[src/rtl/serial_sub_pkg.sv]
// serial_sub_pkg: shared definitions for the bit-serial subtractor.
//   - state_e    : FSM encodings (IDLE / SHIFT / DONE)
//   - DEFAULT_W  : default operand width
//   - cnt_width(): bit-counter width for a given operand width (minimum 1)
package serial_sub_pkg;

  typedef enum logic [1:0] {
    IDLE  = 2'b00,
    SHIFT = 2'b01,
    DONE  = 2'b10
  } state_e;

  localparam int DEFAULT_W = 8;

  // $clog2(1) is 0, but a zero-width counter is not representable.
  function automatic int cnt_width(input int w);
    return (w <= 1) ? 1 : $clog2(w);
  endfunction

endpackage

[src/rtl/full_subtractor.sv]
// full_subtractor: single-bit full subtractor cell, computes a - b - in.
// Ports:
//   Diff : output, difference bit
//   Borr : output, borrow out (1 when a < b + in)
//   a    : input, minuend bit
//   b    : input, subtrahend bit
//   in   : input, borrow in
module full_subtractor (
  output logic Diff,
  output logic Borr,
  input  logic a,
  input  logic b,
  input  logic in
);

  assign Diff = a ^ b ^ in;
  assign Borr = (~a & b) | (~a & in) | (b & in);

endmodule

[src/rtl/serial_subtractor.sv]
// serial_subtractor: bit-serial W-bit subtractor computing A - B - borrow_in,
// LSB first, one bit per clock, using a single full_subtractor cell and a
// borrow flip-flop between bits.
// Ports:
//   clk        : input, rising-edge clock
//   rst_n      : input, asynchronous active-low reset
//   start      : input, request; sampled only in IDLE or DONE
//   a_in       : input [W], minuend, captured on accepted start
//   b_in       : input [W], subtrahend, captured on accepted start
//   borrow_in  : input, initial borrow, captured on accepted start
//   busy       : output, high while bits are being processed
//   done       : output, one-cycle pulse when the result becomes valid
//   diff_out   : output [W], result, held until the next operation completes
//   borrow_out : output, final borrow (1 = A < B + borrow_in, unsigned)
//   ovf        : output, signed overflow of the subtraction; only present
//                when SERIAL_SUBTRACTOR_OVERFLOW_EN is defined
// Optional feature macro: SERIAL_SUBTRACTOR_OVERFLOW_EN
module serial_subtractor
  import serial_sub_pkg::*;
#(
  parameter int W = DEFAULT_W
) (
  input  logic         clk,
  input  logic         rst_n,
  input  logic         start,
  input  logic [W-1:0] a_in,
  input  logic [W-1:0] b_in,
  input  logic         borrow_in,
  output logic         busy,
  output logic         done,
  output logic [W-1:0] diff_out,
  output logic         borrow_out
`ifdef SERIAL_SUBTRACTOR_OVERFLOW_EN
  ,
  output logic         ovf
`endif
);

  localparam int CW = cnt_width(W);

  state_e         state_q, state_d;
  logic [W-1:0]   a_sr_q, a_sr_d;
  logic [W-1:0]   b_sr_q, b_sr_d;
  logic [W-1:0]   res_sr_q, res_sr_d;
  logic [CW-1:0]  cnt_q, cnt_d;
  logic           borrow_q, borrow_d;
  logic [W-1:0]   diff_out_q, diff_out_d;
  logic           borrow_out_q, borrow_out_d;
`ifdef SERIAL_SUBTRACTOR_OVERFLOW_EN
  logic           a_sign_q, a_sign_d;
  logic           b_sign_q, b_sign_d;
  logic           ovf_q, ovf_d;
`endif

  logic           cell_diff;
  logic           cell_borr;
  logic           last_bit;
  logic           accept;
  logic [W-1:0]   res_shifted;

  full_subtractor u_cell (
    .Diff (cell_diff),
    .Borr (cell_borr),
    .a    (a_sr_q[0]),
    .b    (b_sr_q[0]),
    .in   (borrow_q)
  );

  assign last_bit = (cnt_q == CW'(W - 1));
  assign accept   = start && ((state_q == IDLE) || (state_q == DONE));

  // New difference bit enters at the MSB so that after W shifts the LSB
  // computed first lands at bit 0. Shift form keeps W=1 legal.
  assign res_shifted = (res_sr_q >> 1) | (W'(cell_diff) << (W - 1));

  // ---------------- state register ----------------
  always_ff @(posedge clk or negedge rst_n) begin
    if (!rst_n) begin
      state_q      <= IDLE;
      a_sr_q       <= '0;
      b_sr_q       <= '0;
      res_sr_q     <= '0;
      cnt_q        <= '0;
      borrow_q     <= 1'b0;
      diff_out_q   <= '0;
      borrow_out_q <= 1'b0;
`ifdef SERIAL_SUBTRACTOR_OVERFLOW_EN
      a_sign_q     <= 1'b0;
      b_sign_q     <= 1'b0;
      ovf_q        <= 1'b0;
`endif
    end else begin
      state_q      <= state_d;
      a_sr_q       <= a_sr_d;
      b_sr_q       <= b_sr_d;
      res_sr_q     <= res_sr_d;
      cnt_q        <= cnt_d;
      borrow_q     <= borrow_d;
      diff_out_q   <= diff_out_d;
      borrow_out_q <= borrow_out_d;
`ifdef SERIAL_SUBTRACTOR_OVERFLOW_EN
      a_sign_q     <= a_sign_d;
      b_sign_q     <= b_sign_d;
      ovf_q        <= ovf_d;
`endif
    end
  end

  // ---------------- next-state logic ----------------
  always_comb begin
    state_d = IDLE;
    case (state_q)
      IDLE, DONE: state_d = accept ? SHIFT : IDLE;
      SHIFT:      state_d = last_bit ? DONE : SHIFT;
      default:    state_d = IDLE;  // unused encoding recovers to IDLE
    endcase
  end

  // ---------------- datapath next values ----------------
  always_comb begin
    a_sr_d       = a_sr_q;
    b_sr_d       = b_sr_q;
    res_sr_d     = res_sr_q;
    cnt_d        = cnt_q;
    borrow_d     = borrow_q;
    diff_out_d   = diff_out_q;
    borrow_out_d = borrow_out_q;
`ifdef SERIAL_SUBTRACTOR_OVERFLOW_EN
    a_sign_d     = a_sign_q;
    b_sign_d     = b_sign_q;
    ovf_d        = ovf_q;
`endif
    if (accept) begin
      a_sr_d   = a_in;
      b_sr_d   = b_in;
      res_sr_d = '0;
      cnt_d    = '0;
      borrow_d = borrow_in;
`ifdef SERIAL_SUBTRACTOR_OVERFLOW_EN
      // Operand sign bits are shifted out during SHIFT, so keep copies.
      a_sign_d = a_in[W-1];
      b_sign_d = b_in[W-1];
`endif
    end else if (state_q == SHIFT) begin
      a_sr_d   = a_sr_q >> 1;
      b_sr_d   = b_sr_q >> 1;
      res_sr_d = res_shifted;
      cnt_d    = cnt_q + CW'(1);
      borrow_d = cell_borr;
      if (last_bit) begin
        diff_out_d   = res_shifted;
        borrow_out_d = cell_borr;
`ifdef SERIAL_SUBTRACTOR_OVERFLOW_EN
        // The final cell_diff is the result sign bit.
        ovf_d = (a_sign_q != b_sign_q) && (cell_diff != a_sign_q);
`endif
      end
    end
  end

  // ---------------- outputs ----------------
  always_comb begin
    busy = (state_q == SHIFT);
    done = (state_q == DONE);
  end

  assign diff_out   = diff_out_q;
  assign borrow_out = borrow_out_q;
`ifdef SERIAL_SUBTRACTOR_OVERFLOW_EN
  assign ovf        = ovf_q;
`endif

endmodule

[config.mk]
export PLATFORM = sky130hd
export DESIGN_NAME = serial_subtractor
export DESIGN_NICKNAME = d
export VERILOG_FILES = /design/src/rtl/serial_sub_pkg.sv /design/src/rtl/full_subtractor.sv /design/src/rtl/serial_subtractor.sv
export SDC_FILE = /design/constraint.sdc
export NUM_CORES = 1
export LEC_CHECK = 0
export CORE_AREA = 2 2 63 65
export DETAILED_ROUTE_END_ITERATION = 16
export DIE_AREA = 0 0 65 67
export HOLD_SLACK_MARGIN = 0.02
export PLACE_DENSITY = 0.71
export SYNTH_ARGS = -nofsm -noshare
export SYNTH_HDL_FRONTEND = slang
export SYNTH_HIERARCHICAL = 1
export SYNTH_SLANG_ARGS = --single-unit
[constraint.sdc]
create_clock -name clk -period 1.7 [get_ports clk]
set_input_delay 0.17 -clock clk [delete_from_list [all_inputs] [get_ports clk]]
set_output_delay 0.17 -clock clk [all_outputs]
set_load 0.02 [all_outputs]
# Word-level counts from Yosys, hierarchy flattened
# Cells that the tools add are included.
dict set report word_totals {
  word_cells 41
  ff_bits 39
  out_inout_bits 11
  input_bits 20
}
dict set report op_classes {
  n_eq_ne 3
  n_mux 13
  bitwise 10
  n_reduce_logical 6
  n_addsub 1
}
# cell n
set op_table {}
lappend op_table {{8-bit 2-to-1 mux} 6}
lappend op_table {{7-bit by 8-bit OR with 8-bit output} 1}
lappend op_table {{3-bit 2-to-1 mux} 2}
lappend op_table {{2-bit one-hot mux with 2 select lines} 1}
lappend op_table {{3-bit by 1-bit adder with 3-bit output (second input constant)} 1}
lappend op_table {{1-bit bitwise AND} 3}
lappend op_table {{3-bit equality test (second input constant)} 1}
lappend op_table {{1-bit 2-to-1 mux} 3}
lappend op_table {{3-bit AND reduction} 1}
lappend op_table {{2-bit by 1-bit equality test with 1-bit output (second input constant)} 1}
lappend op_table {{2-bit equality test (second input constant)} 1}
lappend op_table {{2-bit zero test} 1}
lappend op_table {{2-bit 2-to-1 mux} 1}
lappend op_table {{1-bit NOT} 2}
lappend op_table {{1-bit OR} 2}
lappend op_table {{2-bit nonzero test} 1}
lappend op_table {{2-bit OR reduction} 1}
lappend op_table {{1-bit bitwise XOR} 2}
lappend op_table {{1-bit logical AND} 1}
lappend op_table {{1-bit logical OR} 1}

# Logic depth before layout (Yosys ltp)
dict set report logic_depth {
  word_depth 6
  mapped_depth 5
  mapped_depth_nobuf 5
}

# Modules after synthesis
# The synthesis kept the hierarchy.
# module seq_area_each_um2 area_per_inst_um2 n_inst cells_each
set modules_own_cells {}
lappend modules_own_cells {serial_subtractor 950.9 1720.4 1 134}
lappend modules_own_cells {full_subtractor 0.0 27.5 1 3}

# Least setup slack after synthesis
# Ideal clock, no wire load.
dict set report synth_path {
  path_type {reg-to-reg}
  startpoint {register a_sr_q[0]}
  endpoint {register res_sr_q[7]}
  slack_ns 0.225
  n_path_buf 0
  path_stages_with_launch 6
  period_less_slack_ns 1.475
  setup_time_ns 0.121
  required_time_ns 1.579
  arrival_ns 1.354
  path_cell_list {dfrtp_1 -> inv_1 -> fa_1 -> inv_1 -> mux2_2 -> a22o_1}
}
dict set report synth_between {
  elab_chain_len 5
}
# item line
set synth_rtl {}
lappend synth_rtl {{start, declared} serial_subtractor.sv:42} ;# logic [W-1:0] a_sr_q, a_sr_d;
lappend synth_rtl {{start signal, assigned} serial_subtractor.sv:94} ;# a_sr_q <= a_sr_d;
lappend synth_rtl {{1-bit bitwise XOR (2 in series)} full_subtractor.sv:16} ;# assign Diff = a ^ b ^ in;
lappend synth_rtl {{named net cell_diff} serial_subtractor.sv:55} ;# logic cell_diff;
lappend synth_rtl {{7-bit by 8-bit OR with 8-bit output} serial_subtractor.sv:74} ;# assign res_shifted = (res_sr_q >> 1) | (W'(cell_diff) << (W - 1));
lappend synth_rtl {{8-bit 2-to-1 mux} serial_subtractor.sv:144} ;# end else if (state_q == SHIFT) begin
lappend synth_rtl {{8-bit 2-to-1 mux} serial_subtractor.sv:133} ;# if (accept) begin
lappend synth_rtl {{end signal, assigned} serial_subtractor.sv:96} ;# res_sr_q <= res_sr_d;
lappend synth_rtl {{end, declared} serial_subtractor.sv:44} ;# logic [W-1:0] res_sr_q, res_sr_d;
# The timed path passes the listed nets, and every way through them passes these cells. The select of a mux whose other input is x is not followed.
# A chain may end at the register's enable or synchronous reset.

# Worst setup path after layout
# Ends and elaborated chain as after synthesis.

==> summary.txt <==
Run status
  – Status: complete, no violations

Setup path
  – Worst reg2reg startpoint: a_sr_q[0]$_DFFE_PN0P_
  – Slowest cell delay on critical path: 0.53 ns
  – Kind of critical path: reg -> reg
  – CP Max Fanout: 3
  – Critical Path Start Type: flip-flop
  – Cell family contributing the most delay on the critical path: adder cells
  – Most frequent CP cell: inv_1
  – CP endpoint: res_sr_q[7]$_DFFE_PN0P_
  – Critical Path Start: a_sr_q[0]$_DFFE_PN0P_
  – Worst r2r dst: res_sr_q[7]$_DFFE_PN0P_
  – Crit-path cells: inv_1, fa_1, inv_1, mux2_2, a22o_1
  – CP Data Required Time: 1.88 ns
  – Slowest CP cell: fa_1
  – WP depth: 5
  – Critical path buffers and inverters: 2
  – R2R depth: 5
  – WP data arrival: 1.72 ns
  – Reg2reg setup slack: 0.16 ns
  – Setup crit end kind: flip-flop

Clock network
  – Maximum clock path buffer count: 2
  – Worst-path clk slew: 0.07 ns
  – Worst-Skew Late Latency: 0.29 ns
  – CTS root buf: clkbuf_8
  – CTS Buf Count: 5
  – CTS tree: yes
  – # H-tree levels: 2
  – Total clock sinks: 38

Floorplanning
  – Die X: 65 µm
  – Initial core utilization: 48.5%
  – Core area: 3610 µm²
  – Die Y-Extent: 67 µm
  – FP Rows: 22
  – Die footprint: 4360 µm²
  – Ports: 31

Global route
  – Largest net degree at the start of global routing: 39
  – Congestion Overflow GR: 0
  – First-pass GRT wire length: 5640 µm
  – Overall Global Routing Usage: 17.7%
  – Via count of the first global-routing pass: 1222
  – Initial antenna violation count: 0

Route
  – Vias per inst: 5.32
  – DRC viols: 0
  – Vias: 1186
  – Detailed Route WL: 3270 µm
  – First-pass DRT Iterations: 4
  – DRT iter0 DRCs: 84
  – Antenna viol nets, final: 0
  – Drt wl/cell: 14.7 µm

Layout
  – Antenna fix cells: 0
  – Share of cells above drive strength 1: 27.4%
  – Area grow syn2layout: 26.6%
  – Nets: 197

Placement
  – Final RePlAce weighted congestion: 0.748
  – Worst slack, placed: 0.165 ns
  – Port-buffer cells: 30
  – Final HPWL DP: 2320 µm

Logic synthesis
  – Syn_area_per_cell: 12.8 µm²
  – Yosys warns: 6
  – Cells after Synth: 137
  – Post-Syn Nets: 160
  – Seq/Total Area, Yosys: 54.4%
  – Yosys reg bits: 38
  – Post-Syn Area: 1750 µm²
  – Yosys cell types: 23

Pwr
  – Seq pwr share: 39.4%
  – Switching Fraction: 35.0%
  – Internal Power: 2630 µW
  – Leak: 0.00102 µW
  – Clock power frac: 17.5%
  – Power per cell area: 1830 nW/µm²
  – Logic gate share of total power: 43.2%
  – VDD IR max: 733 µV
  – Switching power: 1410 µW

STA
  – Setup_tns: 0 ns
  – Worst setup margin: 0.161 ns
  – Worst rel slew slack: 68.1%
  – Unrepaired setup endpoints after global routing: no
  – Worst-margin pin slew: 0.479 ns
  – Clock skew: 0.00572 ns
  – Min Tclk post-route: 1.54 ns
  – Max Slew Vio Count: 0
  – Period utilization: 90.5%
  – Number of setup violations in the final report: 0
  – FMAX: 0.650 GHz
  – Hold_ws: 0.459 ns
  – Hold Vio Cnt, Final: 0

Run
  – Maxcap violations: 0

Hold path
  – Hold Crit Class: in -> async
-- sequential cells by signal (all words and copies together), names as in the netlist --
signal      cells
a_sr_q          8
b_sr_q          8
diff_out        8
res_sr_q        7
cnt_q           3
state_q         2
borrow_out      1
borrow_q        1
-- stage by stage --
stage          area (µm²)  util (%)  instances  total power (µW)
2_1_floorplan        1750         -        137              2840
3_3_place_gp         2090      58.0        214              3290
3_5_place_dp         2090      58.0        214              3390
4_1_cts              2210      61.3        223              4090
5_1_grt              2210      61.4        223              4350
6_report             2210      61.4        223              4040
-- cell usage in the layout, fill, tap and decap left out --
| cell | count |
|---|---|
| dlygate4sd3_1 | 1 |
| nand2b_4 | 1 |
| dlymetal6s2s_1 | 1 |
| a21o_4 | 1 |
| dfrtp_1 | 38 |
| nand2_4 | 1 |
| o22ai_1 | 12 |
| ha_1 | 2 |
| o21ai_0 | 1 |
| nor2_4 | 1 |
| dlygate4sd2_1 | 1 |
| nand2b_2 | 1 |
| a21oi_2 | 10 |
| inv_1 | 15 |
| buf_2 | 1 |
| clkbuf_8 | 8 |
| fa_1 | 1 |
| mux2i_1 | 3 |
| buf_4 | 6 |
| a21oi_1 | 5 |
| nor2b_1 | 5 |
| a22o_1 | 11 |
| mux2_1 | 1 |
| inv_2 | 1 |
| clkdlybuf4s50_1 | 27 |
| mux2_2 | 17 |
| a211oi_1 | 3 |
-- metal layers --
layer	global-route usage, %	wire [µm]	part of all wire [%]
met5	0	0	0
met4	7.98	56	1.7
met3	4.22	159	4.9
met2	29.6	1590	49
met1	21.7	1460	45
-- worst min-delay path by stage --
stage | end | cells after the start
global route | b_sr_q[2]$_DFFE_PN0P_ | 3
global placement | diff_out[1]$_DFFE_PN0P_ | 2
CTS | res_sr_q[6]$_DFFE_PN0P_ | 3
detailed placement | diff_out[1]$_DFFE_PN0P_ | 2
finish | res_sr_q[2]$_DFFE_PN0P_ | 3
floorplan | a_sr_q[0]$_DFFE_PN0P_ | 0
-- timing repair --
item                                    in CTS  in global routing
endpoints found under the hold margin       38                  0
cloned                                       0                  0
hold buffers                                 1                  0
setup buffers                                0                  0
resized for setup                            1                  1
endpoints found under the setup margin       1                  1
-- layout make-up --
class                      count  area, µm²
clock buffer                   8        110
tap                           48       60.1
sequential                    38        951
fill                         311       1390
multi-input combinational     76        681
inverter                      16       60.1
timing repair buffer          37        352
-- cell families (layout without fill, tap and decap cells) --
group | count (synthesis) | in the layout | synth area share, %
mux | 21 | 21 | 13.3
simple gates | 9 | 9 | 4.37
flops | 38 | 38 | 54.4
fa+ha+maj | 3 | 3 | 2.58
buf+inv | 23 | 61 | 6.66
compound gates | 43 | 43 | 18.7
-- worst reg2reg max path: cells and delay by family (launching register included) --
family / cells / cell delay, ns
AOI/OAI and AO/OA: 1 / 0.18
adders and majority gates: 1 / 0.53
buffers and inverters: 2 / 0.12
DFF: 1 / 0.36
muxes: 1 / 0.25
-- power groups by stage --
stage	Combinational [µW]	Sequential, µW	Clock, µW
3_3_place_gp	1700	1590	0
4_1_cts	1780	1600	717
2_1_floorplan	1180	1660	0
5_1_grt	1930	1650	763
3_5_place_dp	1780	1610	0
6_report	1750	1590	706
-- cells in the mapped netlist --
cell | n | area (µm²)
dfrtp_1 | 38 | 951
mux2_2 | 17 | 191
inv_1 | 15 | 56.3
o22ai_1 | 12 | 75.1
a22o_1 | 11 | 96.3
a21oi_2 | 10 | 87.6
a21oi_1 | 5 | 25.0
nor2b_1 | 5 | 31.3
a211oi_1 | 3 | 22.5
buf_2 | 3 | 15.0
buf_6 | 3 | 33.8
mux2i_1 | 3 | 30.0
ha_1 | 2 | 25.0
a21o_4 | 1 | 15.0
buf_4 | 1 | 7.51
fa_1 | 1 | 20.0
inv_2 | 1 | 3.75
mux2_1 | 1 | 11.3
nand2_4 | 1 | 11.3
nand2b_2 | 1 | 8.76
nand2b_4 | 1 | 13.8
nor2_4 | 1 | 11.3
o21ai_0 | 1 | 5.00
No activity file was read; power rests on OpenSTA's default activity.
